**config.mk**
```make
export PLATFORM = sky130hd
export DESIGN_NAME = urisc_core_p
export DESIGN_NICKNAME = d
export VERILOG_FILES = /design/src/rtl/urisc_core_p.sv
export SDC_FILE = /design/constraint.sdc
export NUM_CORES = 1
export LEC_CHECK = 0
export CAP_MARGIN = 20
export CORE_UTILIZATION = 30
export DETAILED_ROUTE_END_ITERATION = 8
export PLACE_DENSITY = 0.5
export SLEW_MARGIN = 0
export SYNTH_ARGS = -nofsm -noshare
export SYNTH_HDL_FRONTEND = slang
export SYNTH_SLANG_ARGS = --single-unit
```
**constraint.sdc**
```tcl
create_clock -name clk_PH1 -period 3.1 [get_ports clk_PH1]
set_input_delay 0.62 -clock clk_PH1 [delete_from_list [all_inputs] [get_ports clk_PH1]]
set_output_delay 0.62 -clock clk_PH1 [all_outputs]
set_load 0.01 [all_outputs]
```
**src/rtl/urisc_core_p.sv**
```systemverilog
// urisc_core_p: subtract-and-branch CPU core with run/step/restart control,
// a wait-state tolerant req/ack memory port, a sticky halt state and a saturating instruction counter.
module urisc_core_p #(
  parameter int DW        = 8,
  parameter int AW        = 8,
  parameter int CNT_W     = 16,
  parameter int RESET_PC  = 1,
  parameter int HALT_ADDR = 0,
  parameter bit BR_LEQ    = 1'b1
) (
  input  logic             clk_PH1,
  input  logic             rst_n,
  input  logic             run,
  input  logic             step,
  input  logic             restart,
  output logic             mem_req,
  output logic             mem_we,
  output logic [AW-1:0]    mem_addr,
  output logic [DW-1:0]    mem_wdata,
  input  logic [DW-1:0]    mem_rdata,
  input  logic             mem_ack,
  output logic             busy,
  output logic             halted,
  output logic [AW-1:0]    pc,
  output logic             flag_n,
  output logic             flag_z,
  output logic [CNT_W-1:0] instr_cnt
);
  typedef enum logic [3:0] {S_IDLE, S_FA, S_FB, S_FC, S_RA, S_RB, S_EXE, S_WB, S_HALT} state_t;
  localparam logic [AW-1:0] L_RST  = AW'(RESET_PC);
  localparam logic [AW-1:0] L_HALT = AW'(HALT_ADDR);
  state_t           r_state;
  logic [AW-1:0]    r_pc, r_op_a, r_op_b, r_op_c, r_mem_addr;
  logic [DW-1:0]    r_va, r_vb, r_mem_wdata;
  logic             r_mem_req, r_mem_we, r_halted, r_flag_n, r_flag_z;
  logic [CNT_W-1:0] r_cnt;
  logic [AW-1:0]    w_rd, w_npc;
  logic [DW-1:0]    w_res;
  // operand words are address-sized: truncated or zero-extended
  assign w_rd  = AW'(mem_rdata);
  assign w_res = r_vb - r_va;
  assign w_npc = (r_flag_n | (BR_LEQ & r_flag_z)) ? r_op_c : r_pc + AW'(3);
  assign mem_req   = r_mem_req;
  assign mem_we    = r_mem_we;
  assign mem_addr  = r_mem_addr;
  assign mem_wdata = r_mem_wdata;
  assign busy      = (r_state != S_IDLE) && (r_state != S_HALT);
  assign halted    = r_halted;
  assign pc        = r_pc;
  assign flag_n    = r_flag_n;
  assign flag_z    = r_flag_z;
  assign instr_cnt = r_cnt;
  always_ff @(posedge clk_PH1 or negedge rst_n) begin
    if (!rst_n) begin
      r_state     <= S_IDLE;
      r_pc        <= L_RST;
      r_op_a      <= '0;
      r_op_b      <= '0;
      r_op_c      <= '0;
      r_va        <= '0;
      r_vb        <= '0;
      r_mem_req   <= 1'b0;
      r_mem_we    <= 1'b0;
      r_mem_addr  <= '0;
      r_mem_wdata <= '0;
      r_halted    <= 1'b0;
      r_flag_n    <= 1'b0;
      r_flag_z    <= 1'b0;
      r_cnt       <= '0;
    end else if (restart) begin
      r_state   <= S_IDLE;
      r_pc      <= L_RST;
      r_mem_req <= 1'b0;
      r_mem_we  <= 1'b0;
      r_halted  <= 1'b0;
    end else begin
      case (r_state)
        S_IDLE: if (run | step) begin
          if (r_pc == L_HALT) begin
            r_state  <= S_HALT;
            r_halted <= 1'b1;
          end else begin
            r_state    <= S_FA;
            r_mem_req  <= 1'b1;
            r_mem_we   <= 1'b0;
            r_mem_addr <= r_pc;
          end
        end
        S_FA: if (mem_ack) begin
          r_op_a     <= w_rd;
          r_mem_addr <= r_pc + AW'(1);
          r_state    <= S_FB;
        end
        S_FB: if (mem_ack) begin
          r_op_b     <= w_rd;
          r_mem_addr <= r_pc + AW'(2);
          r_state    <= S_FC;
        end
        S_FC: if (mem_ack) begin
          r_op_c     <= w_rd;
          r_mem_addr <= r_op_a;
          r_state    <= S_RA;
        end
        S_RA: if (mem_ack) begin
          r_va       <= mem_rdata;
          r_mem_addr <= r_op_b;
          r_state    <= S_RB;
        end
        S_RB: if (mem_ack) begin
          r_vb      <= mem_rdata;
          r_mem_req <= 1'b0;
          r_state   <= S_EXE;
        end
        S_EXE: begin
          r_flag_n    <= w_res[DW-1];
          r_flag_z    <= (w_res == '0);
          r_mem_req   <= 1'b1;
          r_mem_we    <= 1'b1;
          r_mem_addr  <= r_op_b;
          r_mem_wdata <= w_res;
          r_state     <= S_WB;
        end
        S_WB: if (mem_ack) begin
          r_pc     <= w_npc;
          r_cnt    <= (&r_cnt) ? r_cnt : r_cnt + CNT_W'(1);
          r_mem_we <= 1'b0;
          if (w_npc == L_HALT) begin
            r_state   <= S_HALT;
            r_mem_req <= 1'b0;
            r_halted  <= 1'b1;
          end else if (run) begin
            r_state    <= S_FA;
            r_mem_addr <= w_npc;
          end else begin
            r_state   <= S_IDLE;
            r_mem_req <= 1'b0;
          end
        end
        S_HALT: r_state <= S_HALT;
        default: r_state <= S_IDLE;
      endcase
    end
  end
endmodule

```
==> impl_metrics.tcl, run 1 <==
set metrics [dict create \
    critPathSlowestCell "nor3_1" \
    fin_nets 589 \
    cp_max_fo 11 \
    slew_headroom 0.536 \
    status "finished clean" \
    synth.top_cell.area_share 0.432 \
    path_buf_inv 2 \
    critPathLaunchType "register" \
    via_count 4052 \
    wire_per_inst_um 17.4 \
    synth_ff_type "dfrtp_1" \
    die_h_um 132 \
    holdWs_ns 0.308 \
    die-area_um2 17300 \
    clock_skew_ns 0.00732 \
    synth_most_common_cell "dfrtp_1" \
    start_util 0.306 \
    tightest_slew_ns 0.696 \
    routed_wl_mm 13.6 \
    synth_seq_cells 88 \
    p_total_uw 5000 \
    grt_usage 0.168 \
    drt-initial-drc-count 232 \
    synth_fp_nets 522 \
    drive_above_1_share 0.186 \
    synth_cells 494 \
    worstSetupPathType "register to primary output" \
    cp.depth 3 \
    power_leakage_uw 0.00265 \
    crit_required_ns 2.48 \
    period_needed_ns 2.76 \
    coreArea_um2 16500 \
    cts_resized 0 \
    ys_seq_area_frac 0.437 \
    final-hold-violation-count 0 \
    cap_viol_max_count 0 \
    cp_data_arrival_time_ns 2.14 \
    areaGrowthSynthToFinish_pct 23.7 \
    path_clk_slew_ns 0.07 \
    die_w_um 132 \
    r2r_slack_ns 0.40 \
    yosysWarnings 0 \
    cts_buffers 9 \
    setup_violations 0 \
    cts_buffer_depth 2 \
    antenna_found_initial 0 \
    grt_max_degree 51 \
    synth.area.top_cells "dfrtp_1 43%, mux2_2 11%, ha_1 3.2%, nand2_1 3.2%, nor2_1 2.7%" \
    routed_via_density 5.16 \
    finalSetupTns_ns 0 \
    avgSynthCellArea_um2 10.2 \
    ant_nets 0 \
    io_buffers 59 \
    crit_path_max_incr_delay_ns 0.55 \
    min_path_type "input port to asynchronous set/reset pin" \
    cts_max_level 3 \
    ctsHoldBuffers 0 \
    dr.pass1.iters 5 \
    post-route-period-util 0.889 \
    cts-root-buf "clkbuf_16" \
    ir_worst_vdd_mv 0.304 \
    fmax_mhz 363 \
    critPathCaptureType "primary output" \
    rsz0062_at_grt "false" \
    synth_edf_count 0 \
    antenna_cells 0 \
    path_cells "nor3_1 > inv_1 > clkdlybuf4s50_1" \
    rows 47 \
    gp_congestion 0.923 \
    cts_sinks 88 \
    worst_r2r_path_depth 8 \
    grt_overflow_total 0 \
    critPathTopFamily "buffers and inverters" \
    cts_tree "yes" \
    drc 0 \
    drv_slew 0 \
    dp_hpwl_mm 9.96 \
    synth_common_cells "87 x dfrtp_1, 50 x mux2_2, 43 x nand2_1, 36 x nor2_1, 25 x a21oi_1" \
    grt_pass1_vias 4139 \
    synth_cell_types 74 \
    clkLatencyLatePin_ns 0.35 \
    post-cts-setup-buffers 0 \
    syn_area_um2 5040 \
    synth_top_area_cell "dfrtp_1" \
    pin_count 60 \
    grt_pass1_wl_mm 22.7 \
    synth-async-reset-ratio 1.00 \
    power_density_nw_per_um2 802 \
]
## cell usage in the layout, fill, tap and decap left out, types with 3 or more instances in the layout
master           instances
xor2_1                  10
o21a_1                   4
and2_1                   3
o211ai_1                 3
nand3b_1                 7
a211oi_1                 4
and4_1                   5
nand3_1                 12
nor2_1                  36
a2111oi_0                3
inv_1                   18
clkinv_4                 3
buf_4                   21
o31a_1                   4
nand2b_1                 9
o21ai_0                 22
a31oi_1                  3
ha_1                    13
clkdlybuf4s50_1         58
a222oi_1                 3
nor2b_1                  6
mux2i_1                  4
nand4_1                  6
mux2_2                  50
a21oi_1                 25
nor3_1                  16
a22oi_1                  3
nand2_1                 43
o31ai_1                  3
xnor2_1                 13
dfrtp_1                 87
clkbuf_16                9
or3_1                    5
and3_1                   3
## registers in the layout, summed over array words and instances (netlist names), 4 cells and up
| register | count |
|---|---|
| r_vb | 8 |
| instr_cnt | 16 |
| r_op_c | 8 |
| r_state | 4 |
| r_op_b | 8 |
| r_op_a | 8 |
| mem_wdata | 8 |
| mem_addr | 8 |
| pc | 8 |
| r_va | 8 |
## per-stage QoR
step	worst slack, ns	instance area (um2)	instances	utilization
after floorplan	0.555	5040	494	-
after global placement	0.412	5930	770	0.360
after detailed placement	0.387	5930	770	0.360
after CTS	0.323	6230	786	0.378
after global routing	0.185	6230	786	0.378
final	0.343	6230	786	0.378
## power by group
group          internal [uW]  leakage, uW  switching [uW]
Sequential              1470      0.00116             243
Clock                    632     0.000142             500
Combinational           1030      0.00135            1130
## worst reg2reg max path, cell delays in order (launching register included)
cell	delay (ns)
dfstp_2	0.67
inv_1	0.12
ha_1	0.26
xnor2_1	0.14
mux2i_1	0.25
a21boi_0	0.38
and4_1	0.33
a21boi_4	0.12
mux2_2	0.32
## cells by family (layout without fill, tap and decap cells)
family / after synthesis / count (layout) / share of synthesized area
and+or+nand+nor: 169 / 169 / 0.183
DFF: 88 / 88 / 0.437
buffers and inverters: 41 / 113 / 0.0385
xor gates and xnor gates: 23 / 23 / 0.0400
adders and majority gates: 14 / 14 / 0.0362
AOI/OAI and AO/OA: 105 / 105 / 0.145
muxes: 54 / 54 / 0.120
## final cells by class
class,instances,area (um2)
clock buffers,9,225
well taps,220,275
clock inverters,7,80.1
flip-flops and latches,88,2200
inverters,18,67.6
fillers,1638,10200
repair buffers,79,738
multi-input cells,365,2640
## routing by layer
layer | track usage | vias up | part of all wire | wire length [um]
li1 | - | 1935 | - | -
met1 | 0.218 | 1991 | 0.46 | 6320
met2 | 0.270 | 102 | 0.47 | 6400
met3 | 0.0417 | 24 | 0.046 | 625
met4 | 0.0575 | 0 | 0.022 | 303
met5 | 0 | - | 0 | 0
## final timing paths
path / to / from
max in group asynchronous: r_op_a[1]$_DFFE_PN0P_ / rst_n
hold reg to reg: mem_wdata[1]$_DFFE_PN0P_ / mem_wdata[1]$_DFFE_PN0P_
setup / recovery: busy / r_state[2]$_DFFE_PN0P_
hold / removal: mem_we$_DFFE_PN0P_ / rst_n
setup reg to reg: mem_addr[6]$_DFFE_PN0P_ / pc[0]$_DFFE_PN1P_
min in group clk_PH1: mem_wdata[1]$_DFFE_PN0P_ / mem_wdata[1]$_DFFE_PN0P_
No activity file was read; power rests on OpenSTA's default activity.
==> run 2: changes to the inputs <==
Settings changed: CTS_BUF_LIST set to sky130_fd_sc_hd__clkbuf_8.
==> run 2 against run 1 <==
Effect of this change: first-iteration DRC count fell by 1.3%; die area unchanged; combinational power barely moved; worst hold slack lost 0.030 ns; global-route usage shrank 0.12 points; count of clock-buffer cells in the layout did not move; register-to-register slack is essentially flat; final cell count did not move; sequential power hardly changed; routed wire length decreased by 0.60%; design area shrank 1.6%; critical path type unchanged; largest power group unchanged; highest routed layer unchanged.
==> impl_metrics.tcl, run 2 (synthesis gave the netlist of run 1 again) <==
set metrics [dict create \
    final_cell_mix "87 x dfrtp_1, 58 x clkdlybuf4s50_1, 50 x mux2_2, 43 x nand2_1, 36 x nor2_1" \
    critPathCaptureType "primary output" \
    antenna_cells 0 \
    cp_max_fo 11 \
    crit_path_max_incr_delay_ns 0.55 \
    dr.pass1.iters 4 \
    setup_violations 0 \
    grt_pass1_vias 4159 \
    cap_viol_max_count 0 \
    r2r_slack_ns 0.41 \
    worstSetupPathType "register to primary output" \
    cts_buffer_depth 2 \
    pin_count 60 \
    cts-root-buf "clkbuf_8" \
    drive_above_1_share 0.186 \
    gp_congestion 0.923 \
    wire_per_inst_um 17.3 \
    critPathSlowestCell "nor3_1" \
    drc 0 \
    grt_max_degree 51 \
    cts_buffers 9 \
    grt_pass1_wl_mm 22.7 \
    grt_overflow_total 0 \
    coreArea_um2 16500 \
    tightest_slew_ns 0.694 \
    power_density_nw_per_um2 766 \
    clkLatencyLatePin_ns 0.38 \
    io_buffers 59 \
    status "finished clean" \
    via_count 3986 \
    cp_data_arrival_time_ns 2.17 \
    slew_headroom 0.538 \
    dp_hpwl_mm 9.96 \
    cts_resized 0 \
    fin_nets 589 \
    post-route-period-util 0.901 \
    period_needed_ns 2.79 \
    final_common_cell "dfrtp_1" \
    cts_tree "yes" \
    min_path_type "input port to asynchronous set/reset pin" \
    rows 47 \
    start_util 0.306 \
    die_w_um 132 \
    path_buf_inv 2 \
    critPathLaunchType "register" \
    ant_nets 0 \
    routed_via_density 5.07 \
    path_cells "nor3_1 > inv_1 > clkdlybuf4s50_1" \
    path_clk_slew_ns 0.09 \
    grt_usage 0.167 \
    ctsHoldBuffers 0 \
    final-hold-violation-count 0 \
    cts_sinks 88 \
    drt-initial-drc-count 229 \
    areaGrowthSynthToFinish_pct 21.6 \
    routed_wl_mm 13.6 \
    drv_slew 0 \
    rsz0062_at_grt "false" \
    clock_skew_ns 0.0106 \
    p_total_uw 4690 \
    finalSetupTns_ns 0 \
    critPathTopFamily "buffers and inverters" \
    ir_worst_vdd_mv 0.256 \
    cts_max_level 3 \
    post-cts-setup-buffers 0 \
    largest_reg_flops 16 \
    fmax_mhz 358 \
    crit_required_ns 2.48 \
    die_h_um 132 \
    die-area_um2 17300 \
    power_leakage_uw 0.00260 \
    antenna_found_initial 0 \
]
## run 2: cell counts in the layout (fill, tap and decap cells not counted)
No cell type changed its count.
## run 2: power by group
part | internal, uW | switching (uW) | total [uW] | leakage [uW]
clock network | 379 | 460 | 840 | 0.0000960
logic | 1030 | 1120 | 2150 | 0.00135
registers | 1460 | 241 | 1700 | 0.00116
## run 2: worst register-to-register path, delay by kind of cell, from the launching register on
| family | cells | cell delay (ns) |
|---|---|---|
| XOR/XNOR | 1 | 0.14 |
| multiplexers | 2 | 0.55 |
| AND/OR/NAND/NOR | 1 | 0.33 |
| flip-flops | 1 | 0.69 |
| adder cells (fa/ha/maj) | 1 | 0.26 |
| AO/OA/AOI/OAI | 2 | 0.50 |
| buffers and inverters | 1 | 0.12 |
## run 2: final timing paths
kind                       cells past startpoint                        to                     start
max in group asynchronous                      2  instr_cnt[0]$_DFFE_PN0P_                     rst_n
setup reg to reg                               8   mem_addr[6]$_DFFE_PN0P_         pc[0]$_DFFE_PN1P_
hold reg to reg                                2  mem_wdata[1]$_DFFE_PN0P_  mem_wdata[1]$_DFFE_PN0P_
setup / recovery                               3                      busy    r_state[2]$_DFFE_PN0P_
min in group clk_PH1                           2  mem_wdata[1]$_DFFE_PN0P_  mem_wdata[1]$_DFFE_PN0P_
hold / removal                                 1        mem_we$_DFFE_PN0P_                     rst_n
## run 2: per-layer routing
metal,vias to the layer above,part of all wire,track usage
met5,-,0,0
li1,1926,-,-
met1,1952,0.46,0.217
met4,0,0.024,0.0594
met3,23,0.041,0.0347
met2,85,0.47,0.271
## run 2: cell type report
class                           instances  area [um2]
Sequential cell                        88        2200
Clock inverter                          7        80.1
Tap cell                              220         275
Timing Repair Buffer                   79         738
Clock buffer                            9         124
Fill cell                            1644       10300
Multi-Input combinational cell        365        2640
Inverter                               18        67.6
## run 2: per-stage QoR
| stage | setup WS (ns) | instances | utilization | hold slack [ns] | cell area [um2] |
|---|---|---|---|---|---|
| global placement | 0.412 | 770 | 0.360 | 0.468 | 5930 |
| CTS | 0.277 | 786 | 0.372 | 0.297 | 6130 |
| global route | 0.144 | 786 | 0.372 | 0.325 | 6130 |
| floorplan | 0.555 | 494 | - | 0.324 | 5040 |
| detailed placement | 0.387 | 770 | 0.360 | 0.476 | 5930 |
| finish | 0.308 | 786 | 0.372 | 0.277 | 6130 |
==> edit: new RTL, config.mk and constraints of run 2 <==
Set the parameter `CNT_W` to 18 (it was 16).
--- a/src/rtl/urisc_core_p.sv
+++ b/src/rtl/urisc_core_p.sv
@@ -4,5 +4,5 @@
   parameter int DW        = 8,
   parameter int AW        = 8,
-  parameter int CNT_W     = 16,
+  parameter int CNT_W     = 18,
   parameter int RESET_PC  = 1,
   parameter int HALT_ADDR = 0,
Interface: changed (resized instr_cnt); port bits go from 60 to 62. No check against the original RTL was run, so the function may have changed too.
==> edit against run 2 <==
Register-to-register slack worse by 0.21 ns. Cell area rose by 1.8%. Sequential cell count up 2. Sequential share of layout area increased by 0.20 points. Area after synthesis grew 1.6%. Worst setup slack lost 0.10 ns. Routed wire length is 4.7% higher. Power down 9.2%. Non-clock buffer count up 1. Critical path type is now reg -> reg. Critical endpoint is now mem_addr[6]$_DFFE_PN0P_. Largest power group is now sequential cells. Highest routed layer unchanged.
==> edit: results (changes against run 2) <==
metric,value,unit,change
ys_ff_latch,90,,+2.3%
layout-drive-gt1-share,0.184,,-0.00162
seq_area_frac_synth,0.440,,+0.00294
grt_pass1_vias,4219,,+1.4%
grt_max_degree,52,,+2.0%
synthTopCellsByArea,"dfrtp_1, mux2_2, ha_1",,
multi_input_area,2660,µm²,+0.62%
p_leak,2.67,nW,+2.6%
fillers,1647,,+0.18%
buffers,80,,+1.3%
fin_skew,0.0200,ns,+0.00943 ns
nNonClkInverters,19,,+1
cp_slowest_cell,a2111o_1,,
buf_share,0.124,,+0.00394
outcome,"complete, no violations",,
cp_top_family,compound AO/OA/AOI/OAI gates,,
r2r_slack,0.20,ns,-0.21 ns
largest_reg_flops,18,,+2
r2r-start,pc[1]$_DFFE_PN0P_,,
synth-xor-area-share,0.0411,,+0.00109
synth_cell_types,77,,+4.1%
place_congestion,0.869,,-5.8%
pre_cts_ws,0.107,ns,-0.281 ns
cp_max_fo,9,,-2
synth_mux_area_frac,0.129,,+0.00888
max_stage_delay,0.49,ns,-0.06 ns
seq_share,0.361,,+0.00202
synth_compound_area_frac,0.165,,+0.0205
hpwlAfterDp,10600,µm,+6.7%
worstPathArrival,3.15,ns,+0.98 ns
edit: per-stage QoR:
stage	hold WS (ns)	area, µm²	instances
2_1_floorplan	0.324	5120	498
3_3_place_gp	0.473	6010	774
3_5_place_dp	0.475	6010	774
4_1_cts	0.228	6220	790
5_1_grt	0.257	6240	791
6_report	0.212	6240	791
edit: where the power goes:
group / total, mW / switching [mW] / internal [mW]
registers: 1.74 / 0.250 / 1.49
clock network: 0.841 / 0.445 / 0.396
logic: 1.68 / 0.833 / 0.844
total: 4.26 / 1.53 / 2.73
edit: cells by family (layout without fill, tap and decap cells):
| kind of cell | after synthesis | count (layout) |
|---|---|---|
| simple gates | 151 | 151 |
| compound gates | 121 | 121 |
| flops | 90 | 90 |
| mux | 56 | 56 |
| buf+inv | 42 | 115 |
| xor+xnor | 24 | 24 |
| fa+ha+maj | 14 | 14 |
edit: worst max-delay path by stage:
stage	from	to	slack [ns]	cells after the start
3_3_place_gp	restart	mem_addr[6]$_DFFE_PN0P_	0.17	7
4_1_cts	pc[1]$_DFFE_PN0P_	mem_addr[6]$_DFFE_PN0P_	0.07	8
6_report	pc[1]$_DFFE_PN0P_	mem_addr[6]$_DFFE_PN0P_	0.20	9
5_1_grt	pc[1]$_DFFE_PN0P_	mem_addr[6]$_DFFE_PN0P_	0.06	9
2_1_floorplan	pc[0]$_DFFE_PN1P_	mem_addr[6]$_DFFE_PN0P_	0.25	9
3_5_place_dp	pc[1]$_DFFE_PN0P_	mem_addr[6]$_DFFE_PN0P_	0.11	8
edit: metal layers:
metal	wire length, µm	track usage	vias up
li1	-	-	1949
met1	6550	0.228	2039
met2	6570	0.268	127
met3	747	0.0414	20
met4	326	0.0581	0
met5	0	0	-
edit: what timing repair did:
action,4_1_cts,5_1_grt
gates resized for setup,0,1
setup endpoints to repair,0,8
buffers inserted,0,1
